## config.mk

```make
export PLATFORM = sky130hd
export DESIGN_NAME = musa_prog_loader
export DESIGN_NICKNAME = d
export VERILOG_FILES = /design/src/rtl/musa_pkg.sv /design/src/rtl/musa_word_packer.sv /design/src/rtl/musa_prog_loader.sv
export SDC_FILE = /design/constraint.sdc
export NUM_CORES = 1
export LEC_CHECK = 0
export CORE_UTILIZATION = 50
export CTS_CLUSTER_DIAMETER = 40
export DETAILED_ROUTE_END_ITERATION = 16
export DONT_BUFFER_PORTS = 1
export PLACE_DENSITY_LB_ADDON = 0.08
export SYNTH_ARGS = -nofsm -noshare
export SYNTH_HDL_FRONTEND = slang
export SYNTH_SLANG_ARGS = --single-unit
```

## constraint.sdc

```tcl
create_clock -name clk -period 3.25 [get_ports clk]
set_input_delay 0.4875 -clock clk [delete_from_list [all_inputs] [get_ports clk]]
set_output_delay 0.4875 -clock clk [all_outputs]
set_load 0.05 [all_outputs]
```

## src/rtl/musa_pkg.sv

```systemverilog
// ---------------------------------------------------------------------------
// musa_pkg
// Shared constants and types for the MUSA program loader.
//   DATA_WIDTH     : instruction word width (four stream bytes)
//   ADDR_WIDTH     : instruction memory word-address width
//   BYTE_W         : stream byte width
//   loader_state_t : loader FSM state encoding
// ---------------------------------------------------------------------------
package musa_pkg;

   localparam int DATA_WIDTH = 32;
   localparam int ADDR_WIDTH = 10;
   localparam int BYTE_W     = 8;

   typedef enum logic [2:0] {
      IDLE,
      HDR_HI,
      HDR_LO,
      DATA,
      WRITE,
      DONE,
      ERR
   } loader_state_t;

endpackage

```

## src/rtl/musa_word_packer.sv

```systemverilog
// ---------------------------------------------------------------------------
// musa_word_packer
// Assembles four stream bytes into one big-endian word. The first byte ends
// up in the most significant position after four shifts.
//   clk, rst  : clock, synchronous active-high reset
//   clr       : restart assembly of a new word (clears data and count)
//   shift_en  : shift byte_in into the word this cycle
//   byte_in   : incoming stream byte
//   word_out  : word assembled so far
//   full      : this shift completes a word (fourth byte)
// ---------------------------------------------------------------------------
module musa_word_packer #(
   parameter int BYTE_W = 8
) (
   input  logic                clk,
   input  logic                rst,
   input  logic                clr,
   input  logic                shift_en,
   input  logic [BYTE_W-1:0]   byte_in,
   output logic [4*BYTE_W-1:0] word_out,
   output logic                full
);

   logic [4*BYTE_W-1:0] word_q, word_d;
   logic [1:0]          cnt_q, cnt_d;

   // Bytes enter at the bottom and move up, so the oldest byte lands in the
   // top lane. The counter wraps to zero on the fourth byte, ready for the
   // next word without an explicit clear.
   always_comb begin
      word_d = word_q;
      cnt_d  = cnt_q;
      if (clr) begin
         word_d = '0;
         cnt_d  = '0;
      end else if (shift_en) begin
         word_d = {word_q[3*BYTE_W-1:0], byte_in};
         cnt_d  = cnt_q + 2'd1;
      end
   end

   always_ff @(posedge clk) begin
      if (rst) begin
         word_q <= '0;
         cnt_q  <= '0;
      end else begin
         word_q <= word_d;
         cnt_q  <= cnt_d;
      end
   end

   assign word_out = word_q;
   assign full     = shift_en && (cnt_q == 2'd3);

endmodule

```

## src/rtl/musa_prog_loader.sv

```systemverilog
// ---------------------------------------------------------------------------
// musa_prog_loader
// Writer side of the MUSA instruction memory. Receives a byte stream (16-bit
// big-endian word count N, then N big-endian words), writes the words from
// address 0 upward and holds the core in reset until the image is complete.
//   clk, rst    : clock, synchronous active-high reset
//   start       : begin a load (honoured in IDLE/DONE/ERR only)
//   in_data     : stream byte, in_valid/in_ready handshake
//   imem_addr   : instruction memory write address
//   imem_wdata  : instruction word
//   imem_we     : one-cycle write strobe per word
//   core_rst    : reset for the core, released once the image is loaded
//   busy        : load in progress
//   done        : image loaded, core running
//   error       : header word count exceeds memory depth
// ---------------------------------------------------------------------------
module musa_prog_loader #(
   parameter int DATA_WIDTH = musa_pkg::DATA_WIDTH,
   parameter int ADDR_WIDTH = musa_pkg::ADDR_WIDTH,
   parameter int BYTE_W     = musa_pkg::BYTE_W
) (
   input  logic                  clk,
   input  logic                  rst,
   input  logic                  start,
   input  logic [BYTE_W-1:0]     in_data,
   input  logic                  in_valid,
   output logic                  in_ready,
   output logic [ADDR_WIDTH-1:0] imem_addr,
   output logic [DATA_WIDTH-1:0] imem_wdata,
   output logic                  imem_we,
   output logic                  core_rst,
   output logic                  busy,
   output logic                  done,
   output logic                  error
);

   import musa_pkg::*;

   localparam logic [16:0] MAX_WORDS = 17'(2 ** ADDR_WIDTH);

   loader_state_t         state_q, state_d;
   logic [15:0]           n_q, n_d;
   logic [15:0]           words_q, words_d;
   logic [ADDR_WIDTH-1:0] addr_q, addr_d;
   logic                  in_ready_q, in_ready_d;
   logic                  imem_we_q, imem_we_d;
   logic                  core_rst_q, core_rst_d;
   logic                  busy_q, busy_d;
   logic                  done_q, done_d;
   logic                  error_q, error_d;

   logic                  xfer;
   logic                  pk_clr;
   logic                  pk_shift;
   logic                  pk_full;
   logic [15:0]           n_full;

   // in_ready is a flop, so the handshake never looks at in_valid
   // combinationally.
   assign xfer     = in_valid && in_ready_q;
   assign pk_shift = xfer && (state_q == DATA);
   assign n_full   = {n_q[15:8], in_data[7:0]};

   musa_word_packer #(
      .BYTE_W (BYTE_W)
   ) u_packer (
      .clk      (clk),
      .rst      (rst),
      .clr      (pk_clr),
      .shift_en (pk_shift),
      .byte_in  (in_data),
      .word_out (imem_wdata),
      .full     (pk_full)
   );

   // Next-state logic. All outputs are derived from the next state, so they
   // are registered yet already valid in the first cycle of each state
   // (e.g. core_rst drops the very cycle DONE is entered).
   always_comb begin
      state_d = state_q;
      n_d     = n_q;
      words_d = words_q;
      addr_d  = addr_q;
      pk_clr  = 1'b0;
      case (state_q)
         IDLE, DONE, ERR: begin
            if (start) begin
               state_d = HDR_HI;
               n_d     = '0;
               words_d = '0;
               addr_d  = '0;
               pk_clr  = 1'b1;
            end
         end
         HDR_HI: begin
            if (xfer) begin
               n_d[15:8] = in_data[7:0];
               state_d   = HDR_LO;
            end
         end
         HDR_LO: begin
            if (xfer) begin
               n_d = n_full;
               if (n_full == 16'd0) begin
                  state_d = DONE;
               end else if ({1'b0, n_full} > MAX_WORDS) begin
                  state_d = ERR;
               end else begin
                  state_d = DATA;
                  pk_clr  = 1'b1;
               end
            end
         end
         DATA: begin
            if (pk_full) begin
               state_d = WRITE;
            end
         end
         WRITE: begin
            // A full-depth image wraps addr back to 0 here; that is only
            // visible in DONE, never as a write.
            addr_d  = addr_q + 1'b1;
            words_d = words_q + 16'd1;
            state_d = (words_d == n_q) ? DONE : DATA;
         end
         default: begin
            state_d = IDLE;
         end
      endcase

      in_ready_d = (state_d == HDR_HI) || (state_d == HDR_LO) || (state_d == DATA);
      imem_we_d  = (state_d == WRITE);
      busy_d     = (state_d == HDR_HI) || (state_d == HDR_LO) ||
                   (state_d == DATA)   || (state_d == WRITE);
      done_d     = (state_d == DONE);
      error_d    = (state_d == ERR);
      core_rst_d = (state_d != DONE);
   end

   always_ff @(posedge clk) begin
      if (rst) begin
         state_q    <= IDLE;
         n_q        <= '0;
         words_q    <= '0;
         addr_q     <= '0;
         in_ready_q <= 1'b0;
         imem_we_q  <= 1'b0;
         core_rst_q <= 1'b1;
         busy_q     <= 1'b0;
         done_q     <= 1'b0;
         error_q    <= 1'b0;
      end else begin
         state_q    <= state_d;
         n_q        <= n_d;
         words_q    <= words_d;
         addr_q     <= addr_d;
         in_ready_q <= in_ready_d;
         imem_we_q  <= imem_we_d;
         core_rst_q <= core_rst_d;
         busy_q     <= busy_d;
         done_q     <= done_d;
         error_q    <= error_d;
      end
   end

   assign in_ready  = in_ready_q;
   assign imem_addr = addr_q;
   assign imem_we   = imem_we_q;
   assign core_rst  = core_rst_q;
   assign busy      = busy_q;
   assign done      = done_q;
   assign error     = error_q;

endmodule
```

== Word-level counts from Yosys, hierarchy flattened ==
Cells that the tools add are included.
Storage, ports and cells
  bits in registers: 85
Cells by class
  bitwise operators: 1
  $add $sub $neg: 3
  equal/unequal tests: 18
  reduce and logical (&&, ||, !) cells: 16
  order comparisons: 1
  mux-type cells: 21
Operators by type and width (count)
  16-bit one-hot mux with 2 select lines: 1
  8-bit one-hot mux with 3 select lines: 1
  3-bit 2-to-1 mux: 7
  10-bit one-hot mux with 2 select lines: 1
  3-bit equality test, second input constant: 6
  16-bit by 1-bit adder with 16-bit output, second input constant: 1
  16-bit equality test: 1
  16-bit by 11-bit > comparator with 1-bit output, second input constant: 1
  16-bit zero test: 1
  16-bit 2-to-1 mux: 1
  8-bit 2-to-1 mux: 2
  8-bit one-hot mux with 2 select lines: 1
  3-bit one-hot mux with 5 select lines: 1
  3-bit by 2-bit equality test with 1-bit output, second input constant: 4
  10-bit by 1-bit adder with 10-bit output, second input constant: 1
  10-bit 2-to-1 mux: 1
  3-bit by 1-bit equality test with 1-bit output, second input constant: 2
  2-bit != test, second input constant: 3
  2-bit nonzero test: 3
  1-bit 2-to-1 mux: 4
  4-bit AND reduction: 1
  1-bit logical AND: 3
  3-bit zero test: 1
  1-bit logical OR: 3
  9 further kinds: 9

== Depth between registers and ports, before layout ==
Gate-level depths: netlist of run 1.
  word-level depth: 9
  depth in mapped cells: 9
  gate-level depth less buffers: 7

== Modules after synthesis ==
A second synthesis of run 1 with hierarchy kept.
Second synthesis, totals
  cell total of the unflattened synthesis: 497
  area total of the unflattened synthesis: 4167.7 um2
Modules (own cells, without submodules)
  musa_prog_loader: cells an instance 384, seq. area each 1021.0 um2, times used 1, area each 2891.5 um2
  musa_word_packer: cells an instance 113, seq. area each 680.7 um2, times used 1, area each 1276.2 um2

== Least setup slack after synthesis of run 1 ==
OpenSTA, ideal clock, no wires.
  path type: flip-flop to flip-flop
  from: register words_q[0]
  to: register core_rst_q, in the netlist core_rst
  stages on the path, launching flop included: 8
  required time: 3.116 ns
  path buffers: 0
  arrival: 2.445 ns
  slack: 0.671 ns
  path through: dfxtp_1 ha_1 nand3_1 or4_4 xnor2_1 nand4_1 o41a_1 or4_1
Between the ends
  word-level cells in the longest chain between the ends: 5
RTL lines
  from (decl): RTL line musa_prog_loader.sv:43  | logic [15:0] words_q, words_d;
  from (signal assigned): RTL line musa_prog_loader.sv:155  | words_q <= words_d;
  16-bit by 1-bit adder with 16-bit output: RTL line musa_prog_loader.sv:123  | words_d = words_q + 16'd1;
  16-bit equality test: RTL line musa_prog_loader.sv:124  | state_d = (words_d == n_q) ? DONE : DATA;
  3-bit 2-to-1 mux: RTL line musa_prog_loader.sv:124
  3-bit one-hot mux with 5 select lines: RTL line musa_prog_loader.sv:85  | case (state_q)
  3-bit != test: RTL line musa_prog_loader.sv:137  | core_rst_d = (state_d != DONE);
  to (signal assigned): RTL line musa_prog_loader.sv:159  | core_rst_q <= core_rst_d;
  to (decl): RTL line musa_prog_loader.sv:47  | logic core_rst_q, core_rst_d;
No other way between the ends.
A chain may end at the register's enable or synchronous reset.

== Worst setup path in the final report of run 1 ==
Ends and elaborated chain as after synthesis.

==> results by group, run 1 <==
Floorplanning
  – Full die area: about 8400 sq um
  – Die W: 91.4 um
  – Core area: 7730 sq um
  – FP Rows: 32
  – Top Ports: 60
  – DIE HEIGHT: 91.4 um
  – Initial Util: 51.7%

Hold path
  – HP Class: in2reg

Timing
  – Finish-stage setup viols: 0
  – Relative max-transition margin: 23.1%
  – Fin Setup TNS: 0 ns
  – RSZ-0062 raised after global routing: no
  – Min Hold Slack: between 0.15 and 0.2 ns
  – Worst Max-Slew Pin Slew: 1.15 ns
  – Final Max Slew Viols: 0
  – Tcrit/Tclk final: 89.6%
  – F_max: about 340 MHz
  – Post-layout min period: 2.91 ns
  – Clk_skew: 0.0103 ns
  – Fin. Hold Viols: 0

Cells and area
  – Commonest non-fill, non-tap cell in the layout: nand2_1
  – Final net count: 516
  – Most frequent cells in the layout: nand2_1, dfxtp_1, a21oi_1
  – Area grow syn2layout: 6.63%
  – Ratio of cells with drive above 1 in the final layout: under 10%
  – Core Util, Final: between 50% and 60%
  – N_diodes: 0
  – Final-layout fill cell count: 775

Synthesis
  – Sequential share of the synthesized area: 42.6%
  – Count of different cell masters after synthesis: 49
  – EDFF count, synth: 0
  – Top cell type's share of synthesized area: 42.6%
  – Post-synth ARST share: 0%
  – Main synth FF type: dfxtp_1
  – Cell count after synthesis: 512
  – Syn Area/Cell: 7.81 sq um
  – Synth Register Bits: 85
  – Synth top area cells: dfxtp_1, a21oi_1, nand2_1
  – Cell area after synthesis: 4000 sq um
  – Syn_nets: 527
  – Leading area contributor after synthesis: dfxtp_1
  – Ys Warns: 0

Clocking
  – CTS root buffer: clkbuf_8
  – TritonCTS clock tree: built
  – H-tree Lvls: 3
  – Post-CTS Resized: 0
  – Clock Sinks: 85
  – CTS Hold Bufs: 0
  – Clk pin slew, worst setup/hold paths: approximately 0.090 ns
  – Postcts setup bufs: 0
  – Deepest clock path buffer count: 2
  – Clock Latency Late Sink: 0.37 ns
  – CTS buffer count: 9

Critical path
  – Crit-path cells: ha_1 -> nand3_1 -> or4_4 -> xnor2_1 -> nand4_1 -> o41a_1 -> or4_1
  – CP Buf/Inv Count: 0
  – Slowest Stage Delay on Critical Path: ~0.63 ns
  – Family with the most delay on the worst path: simple AND/OR/NAND/NOR gates
  – Flop-to-flop setup slack: 0.34 ns
  – CP required: 3.50 ns
  – Crit path DAT: 3.16 ns
  – Endpoint type of the worst setup path: register
  – Critical Path Fanout Max: 11
  – CP Launch Type: register
  – Slowest-stage cell, CP: or4_4
  – WS Path Type: reg2reg

Routing
  – 1st-pass router iterations: 5
  – Remaining antenna violation count: 0
  – Total Wirelength: 9.79 mm
  – Metal2 WL: between 4 and 5 mm
  – Met3 routed WL: 554 um
  – Metal-1 WL: roughly 4.8 mm
  – DR vias: 3,581
  – Vias per cell: 5.89
  – Per-cell routed wire length: 16.1 um
  – Highest routed layer: met4
  – Drt drc: 0
  – Iter 0 DRT Violations: 268

Pwr
  – Tot Pwr: 1900 uW
  – Static leakage: 0.00134 uW
  – Worst ir drop on vdd: about 0.00022 V
  – Power Density: about 450 nW/um^2

Run
  – Max-Cap Viols: 0

Global route
  – Overflow after GRT: 0
  – GRT Overall Usage: 23.6%
  – Initial antenna violation count: 0
  – Vias in the first global route: 3,092
  – Largest net degree at the start of global routing: 52
  – First-pass GRT wire length: between 15 and 20 mm

Place
  – Final Wtd Congestion: 0.818
  – PortBufs: 0
  – HPWL after DPL: 6.79 mm

Outcome
  – Status: finished, final reports clean
[final timing paths]
check | startpoint | end | cells after the start
worst max-delay path | words_q[0] | core_rst | 7
worst min-delay path | rst | state_q[1] | 1
worst max register to register | words_q[0] | core_rst | 7
worst min register to register | u_packer.cnt_q[1] | u_packer.cnt_q[1] | 2
[final cells by class]
class                           instances  area [sq um]  share of cell area (%)
Clock buffer                            9           124                    2.90
Multi-Input combinational cell        390          2150                    50.5
Tap cell                              102           128                    2.99
Inverter                                4          15.0                   0.352
Clock inverter                          7          58.8                    1.38
Timing Repair Buffer                   11          82.6                    1.94
Sequential cell                        85          1700                    39.9
[registers in the layout (all words and copies together) (netlist names)]
signal / count
busy: 1
words_q: 16
u_packer.cnt_q: 2
u_packer.word_out: 32
done: 1
error: 1
in_ready: 1
state_q: 3
imem_we: 1
imem_addr: 10
core_rst: 1
n_q: 16
[cells by family after synthesis]
family / share of synthesized area [%]
flops: 42.6
xor+xnor: 5.16
compound gates: 17.9
simple gates: 28.8
buf+inv: 3.57
mux: 1.06
fa+ha+maj: 0.939
[report_power, final]
part           internal, uW  switching (uW)
Sequential             1050            19.8
Clock                   289             420
Combinational          42.4            80.5
[through the flow]
stage	cell area (sq um)	std cells	worst slack, ns
floorplan	4000	512	0.671
global placement	4080	592	0.423
detailed placement	4080	592	0.377
CTS	4260	608	0.346
global route	4260	608	0.184
finish	4260	608	0.339
[per-layer routing]
layer	track usage (%)	up-vias
met3	4.02	11
met1	35.1	1675
met4	9.52	0
li1	-	1787
met5	0	-
met2	33.5	108
[synth_stat cells, types with 2 or more instances]
cell type and instances:
o31ai_1 4, mux2_2 2, and2_1 3, o2bb2ai_1 2
a211oi_1 3, a21oi_1 78, nor2b_1 3, or4_1 9
nand3_1 26, clkbuf_1 30, inv_1 3, buf_2 3
nor4_1 7, nor3_1 9, o211ai_1 2, or3_1 5
a31oi_1 7, nor2_1 29, xnor2_1 16, o21ai_0 19
nand4_1 5, and3_1 5, a311oi_1 4, mux2i_1 2
xor2_1 5, nand2_1 104, dfxtp_1 85, nand2b_1 3
or2_2 4, nand3b_1 13, or4_4 2, ha_1 3
[worst register-to-register path, cell delays in order, from the launching register on]
cell and delay [ns]:
dfxtp_1 0.43, ha_1 0.27, nand3_1 0.31, or4_4 0.63
xnor2_1 0.15, nand4_1 0.13, o41a_1 0.37, or4_1 0.50
(Power assumes the default switching activity.)
==> run 2, diff against run 1 <==
--- a/config.mk
+++ b/config.mk
@@ -10,6 +10,7 @@
 export DETAILED_ROUTE_END_ITERATION = 16
 export DONT_BUFFER_PORTS = 1
 export PLACE_DENSITY_LB_ADDON = 0.08
+export SLEW_MARGIN = 15
 export SYNTH_ARGS = -nofsm -noshare
 export SYNTH_HDL_FRONTEND = slang
 export SYNTH_SLANG_ARGS = --single-unit
==> run 2 against run 1 <==
Net effect: core utilization hardly changed; non-clock buffer count stayed put; cell count stayed put; sequential cell count stayed put; clock power hardly changed; register-to-register slack hardly changed; combinational power hardly changed; setup slack better by 0.0017 ns; sequential power hardly changed; maximum frequency hardly changed; die area stayed put; final area hardly changed.
==> results by group, run 2 (same netlist as run 1, synthesis figures left out) <==
Timing
  – Finish-stage setup viols: 0 (unchanged)
  – Fin Setup TNS: 0 ns (unchanged)
  – Post-layout min period: 2.91 ns (about the same)
  – F_max: 344 MHz (about the same)
  – Relative max-transition margin: 23.1% (about the same)
  – Clk_skew: 0.00930 ns (was 0.0103 ns)
  – Tcrit/Tclk final: 89.5% (was 89.6%)
  – Worst Max-Slew Pin Slew: 1.15 ns (about the same)
  – Final setup margin: 0.341 ns (was 0.339 ns)
  – RSZ-0062 raised after global routing: no (unchanged)
  – Final Max Slew Viols: 0 (unchanged)
  – Fin. Hold Viols: 0 (unchanged)

Routing
  – Iter 0 DRT Violations: 247 (was 268)
  – Total Wirelength: 9.83 mm (was 9.79 mm)
  – Remaining antenna violation count: 0 (unchanged)
  – Per-cell routed wire length: 16.2 um (was 16.1 um)
  – 1st-pass router iterations: 5 (unchanged)
  – DR vias: 3,584 (was 3,581)
  – Drt drc: 0 (unchanged)
  – Vias per cell: 5.89 (about the same)

Cells and area
  – Final-layout fill cell count: 775 (unchanged)
  – Core Util, Final: 55.2% (about the same)
  – Final net count: 516 (unchanged)
  – Ratio of cells with drive above 1 in the final layout: 7.71% (was 7.51%)
  – Most frequent cells in the layout: nand2_1, dfxtp_1, a21oi_1 (unchanged)
  – Cell area after layout: 4270 sq um (was 4260 sq um)
  – N_diodes: 0 (unchanged)
  – Commonest non-fill, non-tap cell in the layout: nand2_1 (unchanged)
  – Largest register FFs: 32 (unchanged)
  – Area grow syn2layout: 6.66% (was 6.63%)

Clocking
  – TritonCTS clock tree: built (unchanged)
  – Clk pin slew, worst setup/hold paths: 0.09 ns (about the same)
  – CTS buffer count: 9 (unchanged)
  – H-tree Lvls: 3 (unchanged)
  – Postcts setup bufs: 0 (unchanged)
  – Deepest clock path buffer count: 2 (unchanged)
  – CTS root buffer: clkbuf_8 (unchanged)
  – CTS Hold Bufs: 0 (unchanged)
  – Post-CTS Resized: 0 (unchanged)
  – Clock Sinks: 85 (unchanged)
  – Clock Latency Late Sink: 0.37 ns (about the same)

Floorplanning
  – Initial Util: 51.7% (unchanged)
  – Core area: 7730 sq um (unchanged)
  – Die W: 91.4 um (unchanged)
  – Full die area: 8360 sq um (unchanged)
  – Top Ports: 60 (unchanged)
  – FP Rows: 32 (unchanged)
  – DIE HEIGHT: 91.4 um (unchanged)

Global route
  – First-pass GRT wire length: 15.6 mm (unchanged)
  – Initial antenna violation count: 0 (unchanged)
  – GRT Overall Usage: 23.6% (unchanged)
  – Vias in the first global route: 3,092 (unchanged)
  – Overflow after GRT: 0 (unchanged)
  – Largest net degree at the start of global routing: 52 (unchanged)

Critical path
  – Crit-path cells: ha_1 -> nand3_1 -> or4_4 -> xnor2_1 -> nand4_1 -> o41a_1 -> or4_1 (unchanged)
  – Slowest Stage Delay on Critical Path: 0.63 ns (about the same)
  – WS Path Type: reg2reg (unchanged)
  – Endpoint type of the worst setup path: register (unchanged)
  – Family with the most delay on the worst path: simple AND/OR/NAND/NOR gates (unchanged)
  – Crit path DAT: 3.16 ns (about the same)
  – Slowest-stage cell, CP: or4_4 (unchanged)
  – CP Launch Type: register (unchanged)
  – Critical Path Fanout Max: 11 (unchanged)
  – CP Buf/Inv Count: 0 (unchanged)
  – CP required: 3.50 ns (about the same)

Place
  – Worst slack, placed: 0.377 ns (unchanged)
  – Final Wtd Congestion: 0.818 (unchanged)
  – PortBufs: 0 (unchanged)
  – HPWL after DPL: 6.79 mm (unchanged)
  – Post-DP Area: 4080 sq um (unchanged)

Pwr
  – Static leakage: 0.00134 uW (about the same)
  – Power Density: 446 nW/um^2 (about the same)
  – Worst ir drop on vdd: 0.000222 V (was 0.000221 V)

Hold path
  – HP Class: in2reg (unchanged)

Outcome
  – Status: finished, final reports clean (unchanged)

Run
  – Max-Cap Viols: 0 (unchanged)
-- run 2: report_power, final --
group,total (uW),internal [uW],leakage (uW),switching [uW]
Sequential,1070,1050,0.000686,19.8
Clock,709,289,0.0000921,420
Combinational,123,42.7,0.000561,80.5
-- run 2: through the flow --
stage	cells	total power (uW)	hold slack, ns
3_3_place_gp	592	1210	0.445
6_report	608	1900	0.180
2_1_floorplan	512	1190	0.440
5_1_grt	608	1970	0.163
4_1_cts	608	1920	0.164
3_5_place_dp	592	1220	0.461
-- run 2: per-layer routing --
layer	global-route usage, %	routed length, um
met1	35.1	4880
met2	33.5	4300
met3	4.02	492
met4	9.52	155
met5	0	0
-- run 2: worst paths after layout --
path / end / depth (start not counted) / slack, ns / from
max reg2reg: core_rst / 7 / 0.34 / words_q[0]
max: core_rst / 7 / 0.34 / words_q[0]
min: state_q[1] / 1 / 0.18 / rst
min reg2reg: u_packer.cnt_q[1] / 2 / 0.47 / u_packer.cnt_q[1]
-- run 2: worst register-to-register path: stages, from the launching register on --
cell and delay, ns:
dfxtp_1 0.43, ha_1 0.27, nand3_1 0.31, or4_4 0.63, xnor2_1 0.15, nand4_1 0.13, o41a_1 0.37, or4_1 0.50
-- run 2: area by class of cell --
| type | count | area, sq um | share of cell area (%) |
|---|---|---|---|
| Clock inverter | 7 | 58.8 | 1.38 |
| Tap cell | 102 | 128 | 2.99 |
| Inverter | 4 | 15.0 | 0.352 |
| Clock buffer | 9 | 124 | 2.90 |
| Timing Repair Buffer | 11 | 82.6 | 1.94 |
| Sequential cell | 85 | 1700 | 39.9 |
| Multi-Input combinational cell | 390 | 2160 | 50.5 |
==> run 3, diff against run 2 <==
--- a/config.mk
+++ b/config.mk
@@ -10,6 +10,7 @@
 export DETAILED_ROUTE_END_ITERATION = 16
 export DONT_BUFFER_PORTS = 1
 export PLACE_DENSITY_LB_ADDON = 0.08
+export REMOVE_ABC_BUFFERS = 1
 export SLEW_MARGIN = 15
 export SYNTH_ARGS = -nofsm -noshare
 export SYNTH_HDL_FRONTEND = slang
==> run 3 against run 2 <==
Net effect: global-route usage shrank 0.25 points; cell count unchanged; clock power up 5.2%; register-to-register slack improved by 0.02 ns; wire length fell by 5.9%; clock skew is 0.0093 ns higher; critical endpoint unchanged; largest cell class unchanged.
==> results by group, run 3 (same netlist as run 1, synthesis figures left out) <==
Global route
  – GRT Overall Usage: 23.4% (was 23.6%)
  – First-pass GRT wire length: 15.8 mm (was 15.6 mm)
  – Initial antenna violation count: 0 (unchanged)
  – M1 GR Usage: 32.1% (was 35.1%)
  – Met2 usage: 35.9% (was 33.5%)
  – Met3 Track Usage GR: 5.61% (was 4.02%)
  – Largest net degree at the start of global routing: 52 (unchanged)
  – Grt peak-use layer: met2 (was met1)
  – Overflow after GRT: 0 (unchanged)
  – Vias in the first global route: 3,265 (was 3,092)

Critical path
  – WS Path Type: reg2reg (unchanged)
  – Crit path DAT: 3.12 ns (was 3.16 ns)
  – CP Launch Point: words_q[0] (unchanged)
  – Endpoint type of the worst setup path: register (unchanged)
  – Flop-to-flop setup slack: 0.36 ns (was 0.34 ns)
  – Critical Path Fanout Max: 10 (was 11)
  – Worst Reg-to-Reg Cells: 7 (unchanged)
  – Worst r2r dst: core_rst (unchanged)
  – CP Launch Type: register (unchanged)
  – CP required: 3.49 ns (was 3.50 ns)
  – Reg-to-Reg Start: words_q[0] (unchanged)
  – End of the critical path: core_rst (unchanged)

Hold path
  – Hold path depth: 1 (unchanged)
  – HP Class: in2reg (unchanged)

Pwr
  – Seq pwr share: 55.3% (was 56.3%)
  – Power Density: 452 nW/um^2 (was 446 nW/um^2)
  – Static leakage: 0.00135 uW (was 0.00134 uW)
  – Worst ir drop on vdd: 0.000247 V (was 0.000222 V)
  – P_sw: 539 uW (was 520 uW)
  – Combinational share of power: 6.2% (was 6.5%)
  – Clock group share of total power: 38.5% (was 37.3%)
  – Internal power: 1400 uW (was 1380 uW)
  – Sw frac: 27.8% (was 27.3%)

Timing
  – Relative max-transition margin: 26.0% (was 23.1%)
  – Post-layout min period: 2.89 ns (was 2.91 ns)
  – RSZ-0062 raised after global routing: no (unchanged)
  – Worst Max-Slew Pin Slew: 1.11 ns (was 1.15 ns)
  – Clk_skew: 0.0186 ns (was 0.00930 ns)
  – Final Max Slew Viols: 0 (unchanged)
  – Tcrit/Tclk final: 88.9% (was 89.5%)
  – Finish-stage setup viols: 0 (unchanged)
  – F_max: 346 MHz (was 344 MHz)
  – Fin. Hold Viols: 0 (unchanged)
  – Fin Setup TNS: 0 ns (unchanged)

Cells and area
  – Ratio of cells with drive above 1 in the final layout: 7.71% (unchanged)
  – Largest register FFs: 32 (unchanged)
  – Final net count: 516 (unchanged)
  – Commonest non-fill, non-tap cell in the layout: nand2_1 (unchanged)
  – Area grow syn2layout: 7.17% (was 6.66%)
  – N_diodes: 0 (unchanged)
  – Most frequent cells in the layout: nand2_1, dfxtp_1, a21oi_1 (unchanged)
  – Cell area after layout: 4290 sq um (was 4270 sq um)

Clocking
  – CTS root buffer: clkbuf_8 (unchanged)
  – Deepest clock path buffer count: 2 (unchanged)
  – H-tree Lvls: 3 (unchanged)
  – CTS Hold Bufs: 0 (unchanged)
  – Postcts setup bufs: 0 (unchanged)
  – Clock Latency Late Sink: 0.36 ns (was 0.37 ns)
  – Clk pin slew, worst setup/hold paths: 0.11 ns (was 0.09 ns)
  – CTS buffer count: 9 (unchanged)
  – TritonCTS clock tree: built (unchanged)
  – Post-CTS Resized: 0 (unchanged)
  – Clock Sinks: 85 (unchanged)

Routing
  – Total Wirelength: 9.25 mm (was 9.83 mm)
  – DR vias: 3,543 (was 3,584)
  – Per-cell routed wire length: 15.2 um (was 16.2 um)
  – Vias per cell: 5.83 (was 5.89)
  – 1st-pass router iterations: 5 (unchanged)
  – Iter 0 DRT Violations: 199 (was 247)
  – Drt drc: 0 (unchanged)
  – Remaining antenna violation count: 0 (unchanged)

Place
  – Final Wtd Congestion: 0.883 (was 0.818)
  – PortBufs: 0 (unchanged)
  – HPWL after DPL: 6.39 mm (was 6.79 mm)
  – Post-DP Area: 4080 sq um (unchanged)

Run
  – Max-Cap Viols: 0 (unchanged)

Floorplanning
  – Die W: 91.4 um (unchanged)
  – FP Rows: 32 (unchanged)
  – Full die area: 8360 sq um (unchanged)
  – DIE HEIGHT: 91.4 um (unchanged)
  – Core area: 7730 sq um (unchanged)
  – Initial Util: 51.7% (unchanged)
  – Top Ports: 60 (unchanged)

Outcome
  – Status: finished, final reports clean (unchanged)
==> run 3: routing by layer <==
layer  vias up  share of wire [%]
met5         -                  0
met1      1675                 46
met2        83                 45
met4         0                1.1
met3         7                7.0
li1       1778                  -
==> run 3: power by group through the flow <==
stage	Clock [uW]	Sequential (uW)	Combinational [uW]
floorplan	0	1100	81.2
global placement	0	1100	117
detailed placement	0	1100	119
CTS	763	1070	120
global route	802	1070	134
finish	746	1070	121
==> run 3: worst max-delay path, cell delays in order (launching register included) <==
cell,delay (ns)
dfxtp_1,0.45
ha_1,0.27
nand3_1,0.29
or3_1,0.45
a211oi_1,0.31
nand4_1,0.16
o41a_1,0.35
or4_1,0.50
==> run 3: area by class of cell <==
class                   count  area [sq um]
flip-flops and latches     85          1700
clock inverters             7          73.8
repair buffers             11          82.6
inverters                   4          15.0
well taps                 102           128
fillers                   741          3440
multi-input cells         390          2160
clock buffers               9           124
==> run 3: worst min-delay path by stage <==
stage,from,to,slack [ns]
floorplan,u_packer.cnt_q[1],u_packer.cnt_q[1],0.44
global placement,u_packer.cnt_q[1],u_packer.cnt_q[1],0.45
detailed placement,u_packer.cnt_q[1],u_packer.cnt_q[1],0.45
CTS,rst,imem_addr[4],0.18
global route,rst,words_q[13],0.17
finish,rst,words_q[13],0.20
==> run 3: per-stage QoR <==
stage | hold WS [ns] | worst slack (ns) | instances | total power, uW | utilization (%)
after floorplan | 0.440 | 0.478 | 479 | 1180 | -
after global placement | 0.446 | 0.475 | 592 | 1210 | 52.8
after detailed placement | 0.455 | 0.423 | 592 | 1210 | 52.8
after CTS | 0.180 | 0.383 | 608 | 1950 | 55.4
after global routing | 0.172 | 0.119 | 608 | 2010 | 55.5
final | 0.196 | 0.362 | 608 | 1940 | 55.5
